### config.mk
export PLATFORM = sky130hd
export DESIGN_NAME = trigger_sequencer
export DESIGN_NICKNAME = d
export VERILOG_FILES = /design/src/rtl/analyzer_pkg.sv /design/src/rtl/trig_cfg_regs.sv /design/src/rtl/trigger_sequencer.sv
export SDC_FILE = /design/constraint.sdc
export NUM_CORES = 1
export LEC_CHECK = 0
export CAP_MARGIN = 20
export CELL_PAD_IN_SITES_DETAIL_PLACEMENT = 1
export CELL_PAD_IN_SITES_GLOBAL_PLACEMENT = 2
export CORE_ASPECT_RATIO = 1.75
export CORE_MARGIN = 5
export CORE_UTILIZATION = 30
export CTS_BUF_LIST = sky130_fd_sc_hd__clkbuf_4 sky130_fd_sc_hd__clkbuf_8 sky130_fd_sc_hd__clkbuf_16
export DETAILED_ROUTE_END_ITERATION = 6
export GPL_ROUTABILITY_DRIVEN = 0
export PLACE_DENSITY_LB_ADDON = 0.1
export SYNTH_ARGS = -nofsm -noshare
export SYNTH_HDL_FRONTEND = slang
export SYNTH_SLANG_ARGS = --single-unit
### constraint.sdc
create_clock -name clock -period 2.8 [get_ports clock]
set_clock_uncertainty 0.15 [all_clocks]
set_input_delay 0.56 -clock clock [delete_from_list [all_inputs] [get_ports clock]]
set_output_delay 0.56 -clock clock [all_outputs]
set_load 0.02 [all_outputs]
### src/rtl/analyzer_pkg.sv
// Shared types and constants for the analyzer front end.
// Holds the state encoding, config map and default widths.
package analyzer_pkg;

    localparam int DEF_DATA_W = 33;
    localparam int DEF_OFFS_W = 17;
    localparam int DEF_POST_W = 16;
    localparam int NSTAGE     = 4;

    typedef enum logic [1:0] {
        ST_IDLE   = 2'd0,
        ST_SEARCH = 2'd1,
        ST_POST   = 2'd2,
        ST_DONE   = 2'd3
    } state_t;

    localparam logic [1:0] F_VALUE  = 2'd0;
    localparam logic [1:0] F_CARE   = 2'd1;
    localparam logic [1:0] F_OFFSET = 2'd2;

    localparam logic [4:0] ADDR_NUM_STAGES = 5'd16;
    localparam logic [4:0] ADDR_POST_LEN   = 5'd17;

    // Zero stages behaves as one; anything above four clamps to four.
    function automatic logic [1:0] last_stage(input logic [2:0] n);
        if (n == 3'd0)
            return 2'd0;
        else if (n >= 3'd4)
            return 2'd3;
        else
            return 2'(n - 3'd1);
    endfunction

endpackage

### src/rtl/trig_cfg_regs.sv
// Trigger configuration register file.
// Writes land only while the caller-supplied gate is open.
import analyzer_pkg::*;

module trig_cfg_regs #(
    parameter int DATA_W = DEF_DATA_W,
    parameter int OFFS_W = DEF_OFFS_W,
    parameter int POST_W = DEF_POST_W
) (
    input  logic                           clock,
    input  logic                           reset_n,
    input  logic                           we,
    input  logic [4:0]                     addr,
    input  logic [DATA_W-1:0]              wdata,
    output logic [NSTAGE-1:0][DATA_W-1:0]  value,
    output logic [NSTAGE-1:0][DATA_W-1:0]  care,
    output logic [NSTAGE-1:0][OFFS_W-1:0]  offset,
    output logic [2:0]                     num_stages,
    output logic [POST_W-1:0]              post_len
);

    always_ff @(posedge clock or negedge reset_n) begin
        if (!reset_n) begin
            value      <= '0;
            care       <= '0;
            offset     <= '0;
            num_stages <= 3'd1;
            post_len   <= '0;
        end else if (we) begin
            if (!addr[4]) begin
                unique case (addr[1:0])
                    F_VALUE:  value[addr[3:2]]  <= wdata;
                    F_CARE:   care[addr[3:2]]   <= wdata;
                    F_OFFSET: offset[addr[3:2]] <= wdata[OFFS_W-1:0];
                    default: ;
                endcase
            end else if (addr == ADDR_NUM_STAGES) begin
                num_stages <= wdata[2:0];
            end else if (addr == ADDR_POST_LEN) begin
                post_len <= wdata[POST_W-1:0];
            end
        end
    end

endmodule

### src/rtl/trigger_sequencer.sv
// Multi-stage trigger sequencer: walks up to four timed compare
// stages, then counts a post-trigger window before reporting done.
import analyzer_pkg::*;

module trigger_sequencer #(
    parameter int DATA_W = DEF_DATA_W,
    parameter int OFFS_W = DEF_OFFS_W,
    parameter int POST_W = DEF_POST_W
) (
    input  logic              clock,
    input  logic              reset_n,
    input  logic              cfg_we,
    input  logic [4:0]        cfg_addr,
    input  logic [DATA_W-1:0] cfg_wdata,
    input  logic              arm,
    input  logic              abort,
    input  logic [DATA_W-1:0] data,
    output logic              armed,
    output logic              capture_en,
    output logic              trig_pulse,
    output logic              done,
    output logic [1:0]        stage,
    output logic [1:0]        state
);

    logic [NSTAGE-1:0][DATA_W-1:0] value;
    logic [NSTAGE-1:0][DATA_W-1:0] care;
    logic [NSTAGE-1:0][OFFS_W-1:0] offset;
    logic [2:0]                    num_stages;
    logic [POST_W-1:0]             post_len;

    state_t            st, st_nx;
    logic [1:0]        stg, stg_nx;
    logic [OFFS_W-1:0] cnt, cnt_nx;
    logic [POST_W-1:0] pcnt, pcnt_nx;
    logic              trig_nx;
    logic              match;
    logic [1:0]        last;

    trig_cfg_regs #(
        .DATA_W(DATA_W),
        .OFFS_W(OFFS_W),
        .POST_W(POST_W)
    ) u_cfg (
        .clock     (clock),
        .reset_n   (reset_n),
        .we        (cfg_we && st == ST_IDLE),
        .addr      (cfg_addr),
        .wdata     (cfg_wdata),
        .value     (value),
        .care      (care),
        .offset    (offset),
        .num_stages(num_stages),
        .post_len  (post_len)
    );

    assign match = ((data ^ value[stg]) & care[stg]) == '0;
    assign last  = last_stage(num_stages);

    always_comb begin
        st_nx   = st;
        stg_nx  = stg;
        cnt_nx  = cnt;
        pcnt_nx = pcnt;
        trig_nx = 1'b0;
        if (abort) begin
            st_nx   = ST_IDLE;
            stg_nx  = 2'd0;
            cnt_nx  = '0;
            pcnt_nx = '0;
        end else begin
            unique case (st)
                ST_IDLE, ST_DONE: begin
                    if (arm) begin
                        st_nx  = ST_SEARCH;
                        stg_nx = 2'd0;
                        cnt_nx = '0;
                    end
                end
                ST_SEARCH: begin
                    if (cnt != offset[stg]) begin
                        cnt_nx = cnt + 1'b1;
                    end else if (!match) begin
                        stg_nx = 2'd0;
                        cnt_nx = '0;
                    end else if (stg != last) begin
                        stg_nx = stg + 1'b1;
                        cnt_nx = '0;
                    end else begin
                        trig_nx = 1'b1;
                        if (post_len == '0) begin
                            st_nx = ST_DONE;
                        end else begin
                            st_nx   = ST_POST;
                            pcnt_nx = POST_W'(1);
                        end
                    end
                end
                ST_POST: begin
                    if (pcnt == post_len)
                        st_nx = ST_DONE;
                    else
                        pcnt_nx = pcnt + 1'b1;
                end
            endcase
        end
    end

    always_ff @(posedge clock or negedge reset_n) begin
        if (!reset_n) begin
            st         <= ST_IDLE;
            stg        <= 2'd0;
            cnt        <= '0;
            pcnt       <= '0;
            trig_pulse <= 1'b0;
        end else begin
            st         <= st_nx;
            stg        <= stg_nx;
            cnt        <= cnt_nx;
            pcnt       <= pcnt_nx;
            trig_pulse <= trig_nx;
        end
    end

    assign armed      = st == ST_SEARCH;
    assign capture_en = st == ST_SEARCH || st == ST_POST;
    assign done       = st == ST_DONE;
    assign stage      = stg;
    assign state      = st;

endmodule

## After elaboration in Yosys (flattened, before gate mapping)

Index checks and enable logic that the tools add are counted.

- Flip-flop bits (word level): 389
- Word-level logic and storage cells: 117

- Muxes and demuxes: 47
- Magnitude comparators: 4
- Reductions and logical operators: 20
- Add/subtract/negate cells: 4
- Equality and inequality tests: 19
- Bitwise gates (word level): 4

Operator list:

| operator | number |
|---|---|
| bitwise mux 132 bit | 2 |
| binary-select mux 33 bit (select 2 bit) | 2 |
| 2-to-1 mux 17 bit | 7 |
| 2-to-1 mux 33 bit | 3 |
| 2-to-1 mux 16 bit | 6 |
| bitwise mux 68 bit | 1 |
| demux 33 bit (select 2 bit) | 1 |
| binary-select mux 17 bit (select 2 bit) | 1 |
| demux 17 bit (select 2 bit) | 1 |
| one-hot mux 17 bit (2 select lines) | 1 |
| bitwise AND 33 bit | 1 |
| logical NOT 33 bit | 1 |
| XOR 33 bit | 1 |
| one-hot mux 16 bit (2 select lines) | 1 |
| 2-to-1 mux 2 bit | 13 |
| != test 3 bit, second input constant | 6 |
| adder 17 x 1 -> 17 bit, second input constant | 1 |
| != test 17 bit | 1 |
| adder 16 x 1 -> 16 bit, second input constant | 1 |
| == test 16 bit | 1 |
| logical NOT 16 bit | 1 |
| AND reduction 3 bit | 5 |
| == test 5 bit, second input constant | 2 |
| AND reduction 4 bit | 2 |
| other kinds (23) | 36 |

## Longest topological paths before layout

Gate-level depths: netlist of the first run.

- Depth in word-level cells: 9
- Gate-level depth with buffers: 15
- Gate-level depth less buffers: 11

## Cells and area by module

From an unflattened synthesis of the first run, not the netlist that was laid out.

- Cell total of the unflattened synthesis: 1,354
- Area total of the unflattened synthesis: 18,386.4 µm²

Modules (own cells, without submodules):

| module | area an instance (µm²) | cells an instance | seq. area each (µm²) | times used |
|---|---|---|---|---|
| trig_cfg_regs | 13,246.5 | 773 | 8,784.7 | 1 |
| trigger_sequencer | 5,139.9 | 581 | 950.9 | 1 |

## Least setup slack after synthesis of the first run

OpenSTA, ideal clock, no wires.

- Path type: reg-to-reg
- From: reg stg[0] (netlist: stage[0])
- To: reg pcnt[5]
- Setup time: 78 ps
- Required time: 2,572 ps
- Arrival: 3,004 ps
- Cell stages (with the launch flop): 13
- Buffers on the path: 3
- Period minus slack after synthesis: 3,232 ps
- Slack: -432 ps
- Cell sequence: dfrtp_1 > buf_6 > buf_6 > mux4_2 > xnor2_1 > nand4_1 > nor3_2 > nand4_1 > a221oi_2 > o21ai_2 > buf_6 > or4_1 > a21oi_1

- Word-level cells in the longest chain between the ends: 7
- Elaborated cells between the ends (all ways): 15
- Classes of those cells: eq/ne (5); mux (6); bitwise (2); reduce/logical (2)

Ends and longest elaborated chain:

| element | line | source |
|---|---|---|
| start, declared | trigger_sequencer.sv:33 | `logic [1:0] stg, stg_nx;` |
| start signal, assigned | trigger_sequencer.sv:118 | `stg <= stg_nx;` |
| binary-select mux 33 bit (select 2 bit) | trigger_sequencer.sv:57 | `assign match = ((data ^ value[stg]) & care[stg]) == '0;` |
| 2-to-1 mux 33 bit (not written as such) | trigger_sequencer.sv:57 |  |
| XOR 33 bit | trigger_sequencer.sv:57 |  |
| bitwise AND 33 bit | trigger_sequencer.sv:57 |  |
| logical NOT 33 bit | trigger_sequencer.sv:57 |  |
| != test 3 x 2 -> 1 bit (no source line) | n/a |  |
| AND reduction 6 bit (no source line) * | n/a |  |
| end signal, assigned | trigger_sequencer.sv:120 | `pcnt <= pcnt_nx;` |
| end, declared | trigger_sequencer.sv:35 | `logic [POST_W-1:0] pcnt, pcnt_nx;` |

Mark *: on every way between the ends. The rest lies on a longest branch, timed or not. The select of a mux whose other input is x is not followed.
A chain may end at the register's enable or synchronous reset.

## Final worst setup path of the first run

- From: reg stg[0] (netlist: stage[0])
- To: reg pcnt[14]

Same word-level chain as after synthesis.

==> results of run 1 <==
[report_power, final]
| part | internal, mW | switching [mW] |
|---|---|---|
| sequential | 7.35 | 1.07 |
| clock | 3.71 | 2.39 |
| combinational | 2.97 | 2.55 |
| total | 14.0 | 6.01 |
[state kept, by name, indices dropped and copies added, names as in the netlist]
name / count
state: 2
u_cfg.value: 132
u_cfg.num_stages: 3
u_cfg.offset: 68
pcnt: 16
stage: 2
u_cfg.post_len: 16
trig_pulse: 1
u_cfg.care: 132
cnt: 17
[Yosys cell counts, types with 8 or more instances]
cell / instances
nor2b_1: 8
nor4_1: 8
and3_1: 17
nand3_1: 19
xnor2_1: 34
a22oi_1: 36
nor2_1: 32
a222oi_1: 9
clkbuf_1: 54
inv_1: 15
mux2_2: 349
dfrtp_1: 388
o21a_1: 12
nand4_1: 21
xor2_1: 128
o21ai_1: 17
nand2_1: 33
mux4_2: 19
a21oi_1: 49
[routing by layer]
metal	part of all wire, %	global-route usage, %	wire length (um)	up-vias
li1	-	-	-	5330
met2	55	33.5	31500	137
met4	2.2	4.22	1250	0
met1	41	21.2	23200	6189
met3	2.3	1.93	1310	65
met5	0	0	0	-
[through the flow]
| stage | utilization [%] | cells | hold slack (ps) | setup slack (ps) |
|---|---|---|---|---|
| floorplan | - | 1349 | 114 | -346 |
| global route | 38.9 | 2392 | 365 | -934 |
| finish | 38.9 | 2392 | 348 | -788 |
| global placement | 35.5 | 2309 | 332 | -1560 |
| CTS | 38.5 | 2390 | 353 | -828 |
| detailed placement | 35.5 | 2310 | 339 | -1590 |
[worst max-delay path, delay by kind of cell (launching register included)]
family	cells	cell delay, ps
muxes	1	550
buffers and inverters	5	820
xor gates and xnor gates	1	160
AOI/OAI and AO/OA	3	450
DFF	1	390
and+or+nand+nor	4	970
[worst min path at each step]
stage	slack, ps	start	depth (start not counted)	end
detailed placement	340	u_cfg.care[90]$_DFFE_PN0P_	1	u_cfg.care[90]$_DFFE_PN0P_
floorplan	110	reset_n	0	cnt[0]$_DFFE_PN0P_
finish	350	u_cfg.care[90]$_DFFE_PN0P_	1	u_cfg.care[90]$_DFFE_PN0P_
CTS	350	u_cfg.care[90]$_DFFE_PN0P_	1	u_cfg.care[90]$_DFFE_PN0P_
global placement	330	u_cfg.offset[42]$_DFFE_PN0P_	1	u_cfg.offset[42]$_DFFE_PN0P_
global route	370	u_cfg.care[90]$_DFFE_PN0P_	1	u_cfg.care[90]$_DFFE_PN0P_
[area by class of cell]
cell class	count	area (um^2)
clock buffer	61	1270
clock inverter	11	228
fill	6184	36300
inverter	17	63.8
multi-input combinational	875	8280
sequential	389	9740
tap	780	976
timing repair buffer	259	2500
[logic make-up (layout without fill, tap and decap cells)]
family	count (synthesis)	in the layout	synth area share (%)
muxes	373	373	24.5
buffers and inverters	86	348	1.97
xor gates and xnor gates	162	162	7.88
DFF	389	389	54.1
AOI/OAI and AO/OA	166	167	6.16
and+or+nand+nor	166	166	4.94
adders and majority gates	7	7	0.486
[repair_timing]
| action | in CTS | in global routing |
|---|---|---|
| setup buffers | 6 | 2 |
| gates cloned | 1 | 0 |
| resized for setup | 42 | 43 |
| endpoints found under the setup margin | 39 | 38 |
| hold endpoints to repair | 47 | 0 |
| pin swaps | 16 | 10 |
| hold buffers | 1 | 0 |
==> results.md, run 1 <==
Critical path:
- The most critical setup path has its startpoint at stage[0]$_DFFE_PN0P_.
- The worst register-to-register path ends at pcnt[14]$_DFFE_PN0P_.
- Data arrives at the worst endpoint at 3930 ps.
- The cell depth of the worst flop-to-flop path is 14.
- In this run the critical register-to-register path is launched from stage[0]$_DFFE_PN0P_.
- The standard cell with the maximum stage delay on the critical path is mux4_2.
- The critical path class is flip-flop to flip-flop.
- The capturing instance or port of the critical path is pcnt[14]$_DFFE_PN0P_.
- The sort of element at the end of the critical path is a flip-flop.
- Along the worst path, the maximum fanout reaches 12.
- At the worst endpoint, the required time is between 3000 and 4000 ps.
- The register-to-register setup slack is -790 ps.
- The signal on the critical path passes through buf_12, mux4_2, xnor2_1, buf_4, nand4_1, nor3_2, nand4_1, buf_6, a221oi_4, buf_6, o21ai_4, buf_6, or4_1, a21oi_2.
- STA classifies the critical path startpoint as a flip-flop.
- The largest single stage delay on the critical path is between 500 and 600 ps.
- Among the stages of the critical path, the cell type that occurs most often is buf_6.

Clock tree:
- For this design, the sink count on the clock tree is just under 400.
- The clock latency reported for the late side of the worst-skew pair is 560 ps.
- In this run the number of H-tree levels came out at 2.
- The buffer cell driving the clock tree root is clkbuf_16.
- The TritonCTS clock tree is built.
- Buffers inserted during clock tree synthesis total 42.
- The number of buffers on the longest clock path is 3.
- After clock tree synthesis, the clock-pin slew on the worst setup and hold paths is around 60 ps.

Floorplan:
- The total die area is between 60,000 and 70,000 um^2.
- The core region is 59,400 um^2.
- Measured along the x axis, the die boundary spans 195 um.
- The number of rows created at floorplan is approximately 120.
- The die is 334 um tall.
- For this configuration, the core starts out at a cell density of 30.3%.
- The count of pins on the block boundary is between 80 and 90.

Synthesis:
- In the synthesized netlist, the number of instances is 1,349.
- Ranked by total cell area, the synthesized netlist is headed by dfrtp_1 54%, mux2_2 22%, xor2_1 6.2%, mux4_2 2.4%, xnor2_1 1.7%.
- dfrtp_1 takes more of the synthesized area than any other cell.
- The synthesized design devotes to its leading area cell type a little over half of total area.
- For this run, the number of Yosys warnings is 0.
- The number of storage elements in the synthesis netlist is 389.
- The average instance in the mapped netlist occupies 13.3 um^2.
- In the synthesized netlist the async set-or-reset flop fraction comes to 100%.
- The number of nets produced by synthesis is 1,432.
- The number of enable flip-flop cells after synthesis is 0.
- Among all flip-flop cells after synthesis, the most frequent one is dfrtp_1.
- The number of different library cells used by synthesis comes to 57.
- Summing every instance area after synthesis gives 18,000 um^2.
- Sequential elements use 54.1% of the synthesized area.

Detailed routing:
- The initial detailed-routing violation count is 372.
- In this run the remaining antenna-violating nets after routing total 0.
- For this run, design rule violations remaining after detail routing come to 0.
- The routed layout has 11,700 vias.
- The final routed wirelength across all metal layers is 57,200 um.
- The pre-antenna-repair detailed-routing pass consisted of 5 iterations.
- After detailed routing, the number of vias per cell comes to 4.90.
- In the final routed layout, each cell accounts on average for 23.9 um.

Timing:
- The hold violation total from the final report is 0.
- The clock period minus worst slack is 3590 ps.
- The setup TNS is -15,260 ps.
- At the pin with the least slew margin, the transition time is 914 ps.
- The final setup violation count is 38.
- The headroom to the max-slew limit is 38.7%.
- Timing would allow up to 0.279 GHz.
- Setup repair after global routing could not meet its margin everywhere.
- The final max-slew violation count is 0.
- After layout, the worst setup slack is -788 ps.
- The worst path uses 128% of the clock period.

Finish:
- The library cell used most frequently in the layout, excluding fill and tap cells, is dfrtp_1.
- In the final design database the tool counted 1,667 nets.
- The final standard cell area without fillers is 23,100 um^2.
- Compared with the post-synthesis result, the final layout area differs by 28.1%.
- 0 antenna diodes ended up in the layout.
- In the layout the commonest cells are 387 x dfrtp_1, 349 x mux2_2, 139 x buf_4.
- The post-route netlist has 42.6% of its cells at a drive strength greater than 1.

Outcome:
- The checks that failed: negative setup slack.
- The flow ran to the end, but the final reports show violations.

GRT:
- The global-route wire length before repair is 88,400 um.
- The via count of the first global-routing pass is roughly 14,000.
- Global routing used 17.6% of the available tracks.
- The initial antenna violation count was 1.
- For this run the aggregate overflow at the end of global routing stands at 0.
- Entering global routing, the biggest net connects 65 pins.

Flow run:
- Across the run, the number of max-cap violations was 0.

Placed design:
- Summed over all nets, the half-perimeter wirelength after detailed placement is about 41,000 um.
- After detailed placement, the total cell area comes to 21,100 um^2.
- The count of port buffers added during placement is 83.

Power:
- The worst-case IR drop observed on VDD is 471 uV.
- The power density over cell area is 869 nW/um^2.
- The static leakage is around 11 nW.
- The total power is 20.0 mW.

Min path:
- The path class of the tightest hold or removal check is flip-flop to flip-flop.
No activity file was read; power rests on OpenSTA's default activity.
==> inputs of run 2 (changes only) <==
--- a/config.mk
+++ b/config.mk
@@ -10,8 +10,9 @@
 export CELL_PAD_IN_SITES_GLOBAL_PLACEMENT = 2
 export CORE_ASPECT_RATIO = 1.75
 export CORE_MARGIN = 5
-export CORE_UTILIZATION = 30
+export CORE_UTILIZATION = 39
 export CTS_BUF_LIST = sky130_fd_sc_hd__clkbuf_4 sky130_fd_sc_hd__clkbuf_8 sky130_fd_sc_hd__clkbuf_16
+export CTS_CLUSTER_DIAMETER = 40
 export DETAILED_ROUTE_END_ITERATION = 6
 export GPL_ROUTABILITY_DRIVEN = 0
 export PLACE_DENSITY_LB_ADDON = 0.1
==> results.md, run 2 (same netlist as run 1, synthesis figures left out) <==
Timing:
- Once routing completed, OpenROAD measured the worst setup slack at -801 ps.
- The hold violation total from the final report is 0.
- The share of the clock period used by the worst path after layout is 129%.
- The clock period minus worst slack is 3600 ps.
- Setup violations remaining at the end of the flow were counted as 37.
- In this run the tightest slew margin relative to its limit is 35.2%.
- Setup repair after global routing could not meet its margin everywhere.
- The final max-slew violation count is 0.
- The transition time at the pin with the least slew margin is approximately 970 ps.
- Summed over all failing endpoints, the final setup total negative slack is -16,730 ps.
- Derived from the worst setup path, the maximum achievable clock frequency is 0.278 GHz.

Floorplan:
- The horizontal extent of the die is 172 um.
- The area of the core region is 45,800 um^2.
- The die covers 50,700 um^2.
- Pin placement for this block handled 84 I/O pins.
- In this run the vertical extent of the chip is about 300 um.
- The initial utilization of the core area, before any placement, comes to 39.3%.
- The number of rows created at floorplan is between 100 and 150.

Placed design:
- Buffers placed on the I/O ports in this run total 83.
- The post-placement worst setup slack is -1510 ps.
- The half-perimeter wire length after detailed placement is 37,200 um.

Critical path:
- The cell occurring most often along the worst timing path is buf_6.
- Walking the worst path, the cells encountered are buf_6, buf_6, mux4_2, xnor2_2, nand4_1, nor3_4, nand4_1, buf_4, a221oi_4, buf_6, o21ai_4, or4b_1, a21oi_1.
- The worst setup path is launched from a flip-flop.
- The launching point of the worst reg2reg path is stage[0]$_DFFE_PN0P_.
- The critical path required time is 3120 ps.
- The endpoint of the worst register-to-register path is pcnt[10]$_DFFE_PN0P_.
- The sort of element at the end of the critical path is a flip-flop.
- The critical path is of the flip-flop to flip-flop type.
- Among all stages on the critical path, the largest delay is contributed by or4b_1.
- The data arrival time at the worst-slack endpoint is 3920 ps.
- The register-to-register setup slack is -800 ps.
- The cell depth of the worst flop-to-flop path is 13.
- The biggest fanout along the worst timing path is 11.
- The highest cell delay on the worst timing path is around 570 ps.

Flow run:
- The tool flagged a number of max-cap violations equal to 0.

Power:
- In this run the power spent charging and discharging nets is 6.06 mW.
- For this design the static power due to leakage is 10.5 nW.
- The net switching fraction of the power is 30.3%.
- Per report_power, the combinational group accounts for between 20% and 30% of the total.
- Dividing total power by cell area gives a power density of 883 nW/um^2.
- Of the total power, the clock network draws between 30% and 40%.
- The peak supply drop is 622 uV.
- The cell-internal power is 13.9 mW.
- The share of power burned in registers is a little over two fifths.

Finish:
- The net count of the finished layout is 1,655.
- The largest registers in the layout are u_cfg.care (132), u_cfg.value (132), u_cfg.offset (68).
- Leaving out fill and tap cells, the most frequent cells in the layout are 387 x dfrtp_1, 349 x mux2_2, 128 x xor2_1.
- The area growth from synthesis to layout is 25.8%.
- The post-route netlist has around two fifths of its cells at a drive strength greater than 1.
- Leaving out fill and tap cells, the most frequent cell in the layout is dfrtp_1.

Detailed routing:
- Summed over all layers, the routed wires come to 52,900 um.
- The detailed-route DRC error count is 0.
- The detail route stage leaves a number of antenna-violating nets equal to 0.
- After detailed routing, the average wire length per cell comes to approximately 24 um.
- The count of TritonRoute iterations in the first routing pass is 4.
- The initial detailed-routing violation count is 496.
- In the routed layout, each cell is associated on average with a via count of ~5.4.
- The routed layout has 11,800 vias.

Clock tree:
- The number of clock buffers added by TritonCTS is 46.
- The clock net in this run drives a total of 389 sinks.
- After clock tree synthesis, the clock-pin slew on the worst setup and hold paths is approximately 60 ps.
- TritonCTS built the clock tree.
- At the later pin of the worst-skew pair, clock insertion delay measures 560 ps.
- The cell sitting at the root of the clock tree is a clkbuf_16.
- The longest clock path from root to sink contains 3 buffers.
- The depth of the CTS H-tree is 2.

GRT:
- The via count of the first global-routing pass is between 10,000 and 15,000.
- The pin count of the biggest net entering global routing is 55.
- The initial antenna violation count is 0.
- Global routing consumed, over all layers together, 21.3% of the routing resources.
- The global-route wire length before repair is 82,000 um.
- Summed over all layers, the global routing overflow is 0.

Min path:
- The startpoint identified for the worst hold timing path is u_cfg.offset[50]$_DFFE_PN0P_.
- The number of instances on the worst hold path is 1.
- The end point of the worst hold path is u_cfg.offset[50]$_DFFE_PN0P_.
- The worst hold path belongs to the class flip-flop to flip-flop.

Outcome:
- The checks that failed: negative setup slack.
- The run finished, with violations left.
==> run 2: cell types whose count changed in the layout (fill, tap and decap cells not counted), moves of 4 or more <==
cell and change:
clkinv_4 +5, clkdlybuf4s50_1 +5, a21oi_1 +19, a21oi_2 -19
buf_6 -5, clkbuf_8 -4, clkbuf_4 -4, inv_6 +4
o22ai_1 +4, clkbuf_16 +4, buf_4 -12, clkinvlp_4 +6
==> run 2: what timing repair did <==
action                                  4_1_cts  5_1_grt
endpoints found under the setup margin       39       38
hold endpoints to repair                     38        0
gates resized for setup                      30       20
hold buffers                                  1        0
cloned                                        1        0
pin swaps                                    14        6
buffers inserted                              6        1
==> run 2: power groups by stage <==
stage | sequential, mW | clock, mW | combinational (mW)
after floorplan | 8.18 | 0 | 3.36
after global placement | 8.42 | 0 | 5.02
final | 8.44 | 6.21 | 5.35
after detailed placement | 8.54 | 0 | 5.16
after CTS | 8.45 | 6.38 | 5.34
after global routing | 8.64 | 6.61 | 5.84
==> run 2: worst max-delay path by stage <==
stage                          from              endpoint  slack, ps
4_1_cts        stage[0]$_DFFE_PN0P_  pcnt[10]$_DFFE_PN0P_       -870
3_3_place_gp                data[4]  pcnt[15]$_DFFE_PN0P_      -1490
5_1_grt        stage[0]$_DFFE_PN0P_  pcnt[10]$_DFFE_PN0P_       -970
6_report       stage[0]$_DFFE_PN0P_  pcnt[10]$_DFFE_PN0P_       -800
2_1_floorplan  stage[0]$_DFFE_PN0P_   pcnt[5]$_DFFE_PN0P_       -350
3_5_place_dp                data[4]  pcnt[12]$_DFFE_PN0P_      -1510
==> run 2: routing by layer <==
layer	part of all wire, %	track usage (%)
met4	3.2	6.87
met1	39	24.9
met5	0	0
met2	55	39.8
met3	2.8	2.73
==> run 2: layout make-up <==
cell class / count / area [um^2]
Multi-Input combinational cell: 875 / 8150
Tap cell: 583 / 729
Inverter: 17 / 66.3
Sequential cell: 389 / 9740
Clock buffer: 57 / 1290
Fill cell: 4624 / 23200
Timing Repair Buffer: 243 / 2380
Clock inverter: 26 / 298
Antenna cell: 1 / 2.50
==> run 2: worst max-delay path, delay by kind of cell, from the launching register on <==
kind / cells / cell delay (ps)
AO/OA/AOI/OAI: 3 / 520
flip-flops: 1 / 420
multiplexers: 1 / 550
AND/OR/NAND/NOR: 4 / 1070
buffers and inverters: 4 / 620
XOR/XNOR: 1 / 190
==> run 2: metrics by stage <==
stage	util, %	area (um^2)	power, mW	hold slack (ps)	std cells
finish	49.5	22700	20.0	349	2191
global route	49.4	22600	21.1	372	2190
CTS	49.2	22500	20.2	353	2189
detailed placement	45.2	20700	13.7	339	2098
global placement	45.2	20700	13.4	332	2098
floorplan	-	18000	11.5	114	1349
==> inputs of run 3 (changes only) <==
--- a/config.mk
+++ b/config.mk
@@ -14,7 +14,6 @@
 export CTS_BUF_LIST = sky130_fd_sc_hd__clkbuf_4 sky130_fd_sc_hd__clkbuf_8 sky130_fd_sc_hd__clkbuf_16
 export CTS_CLUSTER_DIAMETER = 40
 export DETAILED_ROUTE_END_ITERATION = 6
-export GPL_ROUTABILITY_DRIVEN = 0
 export PLACE_DENSITY_LB_ADDON = 0.1
 export SYNTH_ARGS = -nofsm -noshare
 export SYNTH_HDL_FRONTEND = slang
==> results of run 3 <==
The final DEF is identical to that of run 2; final timing and power are the same.
